File: config.mk
export PLATFORM = sky130hd
export DESIGN_NAME = instr_fetch_ctrl_flat
export DESIGN_NICKNAME = d
export VERILOG_FILES = /design/src/rtl/instr_fetch_ctrl_if.sv /design/src/rtl/instr_fetch_ctrl.sv /design/src/flat_wrapper.sv
export SDC_FILE = /design/constraint.sdc
export NUM_CORES = 1
export LEC_CHECK = 0
export ABC_AREA = 1
export BUFFER_PORTS_ARGS = -buffer_cell sky130_fd_sc_hd__buf_2
export CAP_MARGIN = 20
export CORE_MARGIN = 2
export CORE_UTILIZATION = 49
export CTS_BUF_LIST = sky130_fd_sc_hd__clkbuf_8 sky130_fd_sc_hd__clkbuf_16
export DETAILED_ROUTE_END_ITERATION = 6
export GPL_ROUTABILITY_DRIVEN = 0
export MAX_ROUTING_LAYER = met4
export PLACE_DENSITY = 0.77
export SLEW_MARGIN = 5
export SYNTH_ARGS = -nofsm -noshare
export SYNTH_HDL_FRONTEND = slang
export SYNTH_SLANG_ARGS = --single-unit
export TNS_END_PERCENT = 5
File: constraint.sdc
create_clock -name clk -period 1.69 [get_ports clk]
set_clock_uncertainty 0.2 [all_clocks]
set_input_delay 0 -clock clk [delete_from_list [all_inputs] [get_ports clk]]
set_output_delay 0 -clock clk [all_outputs]
set_load 0.05 [all_outputs]
File: src/rtl/instr_fetch_ctrl_if.sv
// instr_fetch_ctrl_if: ROM port and decode handshake between the fetch sequencer and its neighbours
interface instr_fetch_ctrl_if #(
    parameter int ADDR_W = 8,
    parameter int DATA_W = 32
);
    logic [ADDR_W-1:0] rom_addr;
    logic [DATA_W-1:0] rom_data;
    logic              instr_valid;
    logic              instr_ready;
    logic [DATA_W-1:0] instr_out;
    logic [ADDR_W-1:0] instr_pc;
    modport master (output rom_addr, instr_valid, instr_out, instr_pc, input rom_data, instr_ready);
    modport slave  (input rom_addr, instr_valid, instr_out, instr_pc, output rom_data, instr_ready);
endinterface

File: src/rtl/instr_fetch_ctrl.sv
// instr_fetch_ctrl: sequences ROM fetches, absorbs the ROM read latency and buffers words for decode
module instr_fetch_ctrl #(
    parameter int                ADDR_W    = 8,
    parameter int                DATA_W    = 32,
    parameter logic [ADDR_W-1:0] RESET_PC  = '0,
    parameter int                PC_STEP   = 4,
    parameter int                BUF_DEPTH = 2
) (
    input  logic              clk,
    input  logic              rst_n,
    input  logic              fetch_en_i,
    input  logic              redirect_i,
    input  logic [ADDR_W-1:0] redirect_pc_i,
    instr_fetch_ctrl_if.master bus
);
    localparam int CNT_W = $clog2(BUF_DEPTH + 1);
    localparam int PTR_W = $clog2(BUF_DEPTH);

    logic [ADDR_W-1:0] fetch_pc_q, fetch_pc_d, req_pc_q, req_pc_d;
    logic              req_valid_q, req_valid_d;
    logic [CNT_W-1:0]  count_q, count_d;
    logic [PTR_W-1:0]  rd_q, rd_d, wr_q, wr_d;
    logic [ADDR_W-1:0] pc_mem_q [BUF_DEPTH];
    logic [DATA_W-1:0] data_mem_q [BUF_DEPTH];
    logic              pop, push, issue;

    function automatic logic [PTR_W-1:0] nxt(input logic [PTR_W-1:0] p);
        return (p == PTR_W'(BUF_DEPTH - 1)) ? '0 : p + PTR_W'(1);
    endfunction

    assign bus.rom_addr    = fetch_pc_q;
    assign bus.instr_valid = count_q != '0;
    assign bus.instr_out   = data_mem_q[rd_q];
    assign bus.instr_pc    = pc_mem_q[rd_q];

    // Next-state: redirect flushes everything; issue only while the buffer has room for the in-flight word
    always_comb begin
        pop         = bus.instr_valid & bus.instr_ready;
        push        = req_valid_q & !redirect_i;
        issue       = fetch_en_i & !redirect_i &
                      ((CNT_W+1)'(count_q) + (CNT_W+1)'(req_valid_q) < (CNT_W+1)'(BUF_DEPTH) + (CNT_W+1)'(pop));
        fetch_pc_d  = redirect_i ? (redirect_pc_i & ~ADDR_W'(3)) :
                      issue ? fetch_pc_q + ADDR_W'(PC_STEP) : fetch_pc_q;
        req_valid_d = issue;
        req_pc_d    = issue ? fetch_pc_q : req_pc_q;
        count_d     = redirect_i ? '0 : count_q + CNT_W'(push) - CNT_W'(pop);
        rd_d        = redirect_i ? '0 : pop ? nxt(rd_q) : rd_q;
        wr_d        = redirect_i ? '0 : push ? nxt(wr_q) : wr_q;
    end

    // State registers and FIFO storage; the ROM word arriving this cycle belongs to req_pc_q
    always_ff @(posedge clk or negedge rst_n) begin
        if (!rst_n) begin
            fetch_pc_q  <= RESET_PC;
            req_pc_q    <= '0;
            req_valid_q <= 1'b0;
            count_q     <= '0;
            rd_q        <= '0;
            wr_q        <= '0;
            for (int i = 0; i < BUF_DEPTH; i++) begin
                pc_mem_q[i]   <= '0;
                data_mem_q[i] <= '0;
            end
        end else begin
            fetch_pc_q  <= fetch_pc_d;
            req_pc_q    <= req_pc_d;
            req_valid_q <= req_valid_d;
            count_q     <= count_d;
            rd_q        <= rd_d;
            wr_q        <= wr_d;
            if (push) begin
                pc_mem_q[wr_q]   <= req_pc_q;
                data_mem_q[wr_q] <= bus.rom_data;
            end
        end
    end
endmodule

File: src/flat_wrapper.sv
// flat-port wrapper written by rule: the top's interface ports become plain ports
module instr_fetch_ctrl_flat 
#(
    parameter int                ADDR_W    = 8,
    parameter int                DATA_W    = 32,
    parameter logic [ADDR_W-1:0] RESET_PC  = '0,
    parameter int                PC_STEP   = 4,
    parameter int                BUF_DEPTH = 2
)
  (clk, rst_n, fetch_en_i, redirect_i, redirect_pc_i, bus_rom_addr, bus_instr_valid, bus_instr_out, bus_instr_pc, bus_rom_data, bus_instr_ready);
  instr_fetch_ctrl_if #(.ADDR_W(ADDR_W), .DATA_W(DATA_W)) bus_i ();
  input  logic clk;
  input  logic rst_n;
  input  logic fetch_en_i;
  input  logic redirect_i;
  input  logic [ADDR_W-1:0] redirect_pc_i;
  output wire logic [$bits(bus_i.rom_addr)-1:0] bus_rom_addr;
  output wire logic [$bits(bus_i.instr_valid)-1:0] bus_instr_valid;
  output wire logic [$bits(bus_i.instr_out)-1:0] bus_instr_out;
  output wire logic [$bits(bus_i.instr_pc)-1:0] bus_instr_pc;
  input wire logic [$bits(bus_i.rom_data)-1:0] bus_rom_data;
  input wire logic [$bits(bus_i.instr_ready)-1:0] bus_instr_ready;
  assign bus_rom_addr = bus_i.rom_addr;
  assign bus_instr_valid = bus_i.instr_valid;
  assign bus_instr_out = bus_i.instr_out;
  assign bus_instr_pc = bus_i.instr_pc;
  assign bus_i.rom_data = bus_rom_data;
  assign bus_i.instr_ready = bus_instr_ready;
  instr_fetch_ctrl #(.ADDR_W(ADDR_W), .DATA_W(DATA_W), .RESET_PC(RESET_PC), .PC_STEP(PC_STEP), .BUF_DEPTH(BUF_DEPTH)) u_core (.clk(clk), .rst_n(rst_n), .fetch_en_i(fetch_en_i), .redirect_i(redirect_i), .redirect_pc_i(redirect_pc_i), .bus(bus_i));
endmodule
# --- Word-level counts from Yosys, hierarchy flattened ---
# Index checks and enable logic that the tools add are counted.
word_totals:
  elab_cells: 54
  register_bits: 101
  inputBits: 45
  out_inout_bits: 49
op_classes:
  mux: 21
  bitwise_logic: 6
  reduce_logical: 6
  order_cmp: 4
  add_sub_neg: 7
ops:
  columns: ["op", "n"]
  rows:
  - ["two-way mux 32 bit", 4]
  - ["bitwise mux 64 bit", 1]
  - ["two-way mux 8 bit", 6]
  - ["demux 32 bit (select 1 bit)", 1]
  - ["bitwise mux 16 bit", 1]
  - ["adder 8 x 3 -> 8 bit (second input constant)", 1]
  - ["demux 8 bit (select 1 bit)", 1]
  - ["nonzero test 2 bit", 4]
  - ["two-way mux 1 bit", 6]
  - ["bitwise AND 1 bit", 4]
  - [">= comparator 2 bit (second input constant)", 2]
  - ["NOT 1 -> 2 bit", 2]
  - ["adder 2 x 1 -> 3 bit", 1]
  - ["adder 2 x 1 -> 3 bit (first input constant)", 1]
  - ["less-than comparator 3 bit", 1]
  - ["adder 1 bit (second input constant)", 2]
  - ["adder 2 x 1 -> 2 bit", 1]
  - ["less-than comparator 2 x 1 -> 1 bit (second input constant)", 1]
  - ["two-way mux 2 bit", 1]
  - ["subtractor 2 x 1 -> 2 bit", 1]
  - ["logical AND 1 bit", 1]
  - ["zero test 1 bit", 1]

# --- Logic depth before layout (Yosys ltp) ---
depth:
  depth_word: 7
  ltp_mapped: 8
  mapped_depth_nobuf: 8

# --- Worst setup path before layout ---
# OpenSTA, ideal clock, no wires.
synth_path:
  path_type: "flip-flop to flip-flop"
  startpoint: "reg u_core.fetch_pc_q[3] (netlist: u_core.bus.rom_addr[3])"
  endpoint: "reg u_core.fetch_pc_q[6] (netlist: u_core.bus.rom_addr[6])"
  path_stages_with_launch: 6
  t_required_ps: 1363
  n_path_buf: 0
  synth_period_minus_slack_ps: 1650
  arrival_ps: 1323
  setup_slack_ps: 40
  setup_time_ps: 127
  path_cell_list: "dfrtp_1 > ha_1 > nand3_1 > xor2_1 > nand2_1 > nand3_1"
synth_between:
  elab_chain_cells: 3
synth_lines:
  columns: ["item", "line_no", "text"]
  rows:
  - ["start, declared", "instr_fetch_ctrl.sv:19", "logic [ADDR_W-1:0] fetch_pc_q, fetch_pc_d, req_pc_q, req_pc_d;"]
  - ["start signal, assigned", "instr_fetch_ctrl.sv:65", "fetch_pc_q <= fetch_pc_d;"]
  - ["adder 8 x 3 -> 8 bit", "instr_fetch_ctrl.sv:43", "issue ? fetch_pc_q + ADDR_W'(PC_STEP) : fetch_pc_q;"]
  - ["two-way mux 8 bit", "instr_fetch_ctrl.sv:43", null]
  - ["two-way mux 8 bit", "instr_fetch_ctrl.sv:42", "fetch_pc_d = redirect_i ? (redirect_pc_i & ~ADDR_W'(3)) :"]
# No other way between the ends. The select of a mux whose other input is x is not followed.
# A chain may end at the register's enable or synchronous reset.

# --- Final worst setup path ---
layout_path:
  startpoint: "reg u_core.count_q[1]"
  endpoint: "reg u_core.count_q[1]"
layout_between:
  elab_chain_cells: 4
  elab_cells_between_ends: 5
  cone_classes: "add/sub (2); mux (1); bitwise (1); reduce/logical (1)"
layout_lines:
  columns: ["item", "line_no", "text"]
  rows:
  - ["start, declared", "instr_fetch_ctrl.sv:21", "logic [CNT_W-1:0] count_q, count_d;"]
  - ["start signal, assigned", "instr_fetch_ctrl.sv:68", "count_q <= count_d;"]
  - ["branches (longest 2 deep; another with adder 2 x 1 -> 2 bit)", null, null]
  - ["subtractor 2 x 1 -> 2 bit (*)", "instr_fetch_ctrl.sv:46", "count_d = redirect_i ? '0 : count_q + CNT_W'(push) - CNT_W'(pop);"]
  - ["two-way mux 2 bit (*)", "instr_fetch_ctrl.sv:46", null]
  - ["named net u_core.count_d[1]", "instr_fetch_ctrl.sv:21", null]
# Mark *: on every way through the listed nets, which the timed path passes.

==> results.sh <==
export IMPL_grt_max_degree=61
export IMPL_fin_crit_ps=1673
export IMPL_drtIter0Drc=160
export IMPL_rsz0062_at_grt="true"
export IMPL_critPathRequiredTime_ps=1720
export IMPL_finalNetCount=701
export IMPL_crit_arrival_ps=1700
export IMPL_instances_no_fill=764
export IMPL_num_antenna_cells=0
export IMPL_dpl_hpwl_mm=5.827
export IMPL_fin_crit_sh_pct=98.98
export IMPL_total_power_mw=10.82
export IMPL_chipWidth_um=97.87
export IMPL_powerDensity_mw_per_mm2=1877
export IMPL_drive_gt1_share_pct=21.65
export IMPL_firstDrtPassIters=4
export IMPL_clk_pin_slew_worst_paths_ps=90
export IMPL_maxCapViolations=0
export IMPL_h_tree_depth=3
export IMPL_clockBufferDepth=2
export IMPL_die_area_mm2=0.009579
export IMPL_detail_route_wl_per_cell_um=12.63
export IMPL_fill_cells=696
export IMPL_fp_dieH_um=97.87
export IMPL_ios=94
export IMPL_numPortBuffers=87
export IMPL_cts_tree="done"
export IMPL_synth_yosys_seq_area_share_pct=53.90
export IMPL_worstSetupStartpointType="flop"
export IMPL_hold_class="in -> reg"
export IMPL_crit_path_max_fanout=4
export IMPL_max_freq_mhz=597.8
export IMPL_cts_root_buf="clkbuf_8"
export IMPL_crit_type="reg -> reg"
export IMPL_drt_drc_violations_left=0
export IMPL_grt_ovfl_total=0
export IMPL_final_antenna_net_count=0
export IMPL_synth_seq_cells=93
export IMPL_grt_pass1_vias=3394
export IMPL_hold_viol=0
export IMPL_numCtsBuffers=9
export IMPL_dp_cells=694
export IMPL_worstSetupEndpointType="flop"
export IMPL_area_growth_pct=33.50
export IMPL_syn_area_mm2=0.004318
export IMPL_grt_use_total_pct=20.93
export IMPL_synth_avg_cell_area_um2=8.336
export IMPL_initial_core_util_pct=50.00
export IMPL_synth_warnings=0
export IMPL_num_vias=3702
export IMPL_clock_latency_ps=350
export IMPL_clock_sinks=93
export IMPL_routed_via_density=4.846
export IMPL_setup_viol=0
export IMPL_core_region_area_mm2=0.008636
export IMPL_synthCells=518
export IMPL_vdd_drop_max_mv=0.9113
export IMPL_grt_pass1_wl_mm=15.93
export IMPL_p_leak_nw=3.065
export IMPL_status="finished, final reports clean"
export IMPL_slew_violations=0
export IMPL_antenna_found_initial=0
export IMPL_synth_cell_types=27
export IMPL_drt_total_wl_mm=9.651
export IMPL_rows=34
[timing repair]
action                                  4_1_cts  5_1_grt
pin swaps                                     2        1
endpoints found under the setup margin       11       49
gates resized for setup                       7       60
buffers inserted                              0        1
gates cloned                                  0        3
hold buffers                                 50        0
hold endpoints to repair                    174        0
[final timing paths]
check,end,depth (start not counted),slack [ps],from
worst max-delay path,u_core.count_q[1],6,20,u_core.count_q[1]
worst min-delay path,u_core.data_mem_q[56],4,240,bus_rom_data[24]
worst max register to register,u_core.count_q[1],6,20,u_core.count_q[1]
worst min register to register,u_core.data_mem_q[16],2,290,u_core.data_mem_q[16]
max in group asynchronous,u_core.count_q[1],4,450,rst_n
min in group asynchronous,u_core.data_mem_q[45],3,480,rst_n
[worst max-delay path, stage by stage (launching register included)]
cell and delay, ps:
dfrtp_2 430, o21a_1 210, ha_1 290, inv_1 40, ha_1 170, xor2_1 160
nor2_1 50
[per-stage QoR]
step	setup TNS [ps]	cell area, um2	worst slack (ps)	hold slack [ps]	utilization, %
finish	0	5764	17.25	241.6	66.75
detailed placement	-48.51	4826	-20.10	-338.0	55.88
global placement	-2.174	4826	-2.174	-343.9	55.88
CTS	0	5572	1.017	227.3	64.52
floorplan	0	4329	39.94	-495.6	-
global route	-104.3	5764	-53.68	246.5	66.75
[flip-flops by register name, summed over array words and instances, names as in the netlist]
signal               flops
u_core.data_mem_q       64
u_core.count_q           2
u_core.req_pc_q          6
u_core.pc_mem_q         12
u_core.req_valid_q       1
u_core.wr_q              1
u_core.bus.rom_addr      6
u_core.rd_q              1
[cells in the mapped netlist, drive strengths merged]
master | count | area share, %
o21ai | 84 | 11
dfrtp | 93 | 54
xnor2 | 1 | 0.20
xor2 | 3 | 0.61
clkbuf | 11 | 0.99
clkinv | 1 | 0.12
ha | 5 | 1.4
nand2 | 222 | 20
nor2 | 5 | 0.99
nand4 | 1 | 0.14
buf | 21 | 4.3
o21a | 1 | 0.17
a21oi | 2 | 0.49
nand3 | 16 | 2.0
conb | 1 | 0.087
inv | 51 | 4.4
[logic make-up after synthesis]
logic type / after synthesis / synth area share (%)
compound gates: 87 / 11.27
xor+xnor: 4 / 0.8115
fa+ha+maj: 5 / 1.449
buf+inv: 84 / 9.794
flops: 93 / 53.90
other cells: 1 / 0.08685
simple gates: 244 / 22.69
[area by class of cell]
type	count	area [um2]	share of cell area (%)
clock inverters	6	87.58	1.519
clock buffers	10	137.6	2.388
flip-flops and latches	93	2328	40.39
well taps	108	135.1	2.344
inverters	52	196.4	3.408
multi-input cells	346	1637	28.39
repair buffers	149	1242	21.55
[layout by cell type, fill, tap and decap left out, types with 2 or more instances in the layout]
cell / Yosys / layout
nand2_1: 217 / 216
dfrtp_1: 93 / 92
o21ai_1: 56 / 56
buf_2: 6 / 51
inv_1: 50 / 50
dlygate4sd3_1: 0 / 50
o21ai_0: 18 / 18
clkbuf_4: 0 / 17
nand3_1: 15 / 15
buf_4: 4 / 15
o21ai_2: 10 / 10
clkbuf_8: 0 / 10
buf_6: 11 / 9
buf_12: 0 / 6
nand2_2: 5 / 5
conb_1: 1 / 4
nor2_1: 3 / 3
xor2_1: 3 / 3
ha_1: 5 / 3
inv_2: 1 / 2
a21oi_4: 1 / 2
nand2_4: 0 / 2
bufinv_16: 0 / 2
clkinvlp_4: 0 / 2
[where the power goes]
group / total [mW] / switching (mW) / leakage, nW / internal (mW)
Combinational: 5.57 / 3.79 / 1.77 / 1.78
Sequential: 3.62 / 0.509 / 1.18 / 3.11
Clock: 1.63 / 0.756 / 0.110 / 0.871
Total: 10.8 / 5.06 / 3.07 / 5.76
[metal layers]
| layer | vias up | part of all wire, % | track usage, % |
|---|---|---|---|
| met5 | - | 0 | - |
| met4 | 0 | 1.1 | 6.410 |
| met3 | 10 | 4.4 | 3.078 |
| met2 | 104 | 48 | 32.24 |
| met1 | 1721 | 46 | 28.98 |
| li1 | 1867 | - | - |
Note: power is estimated with default switching activity, not from simulation.
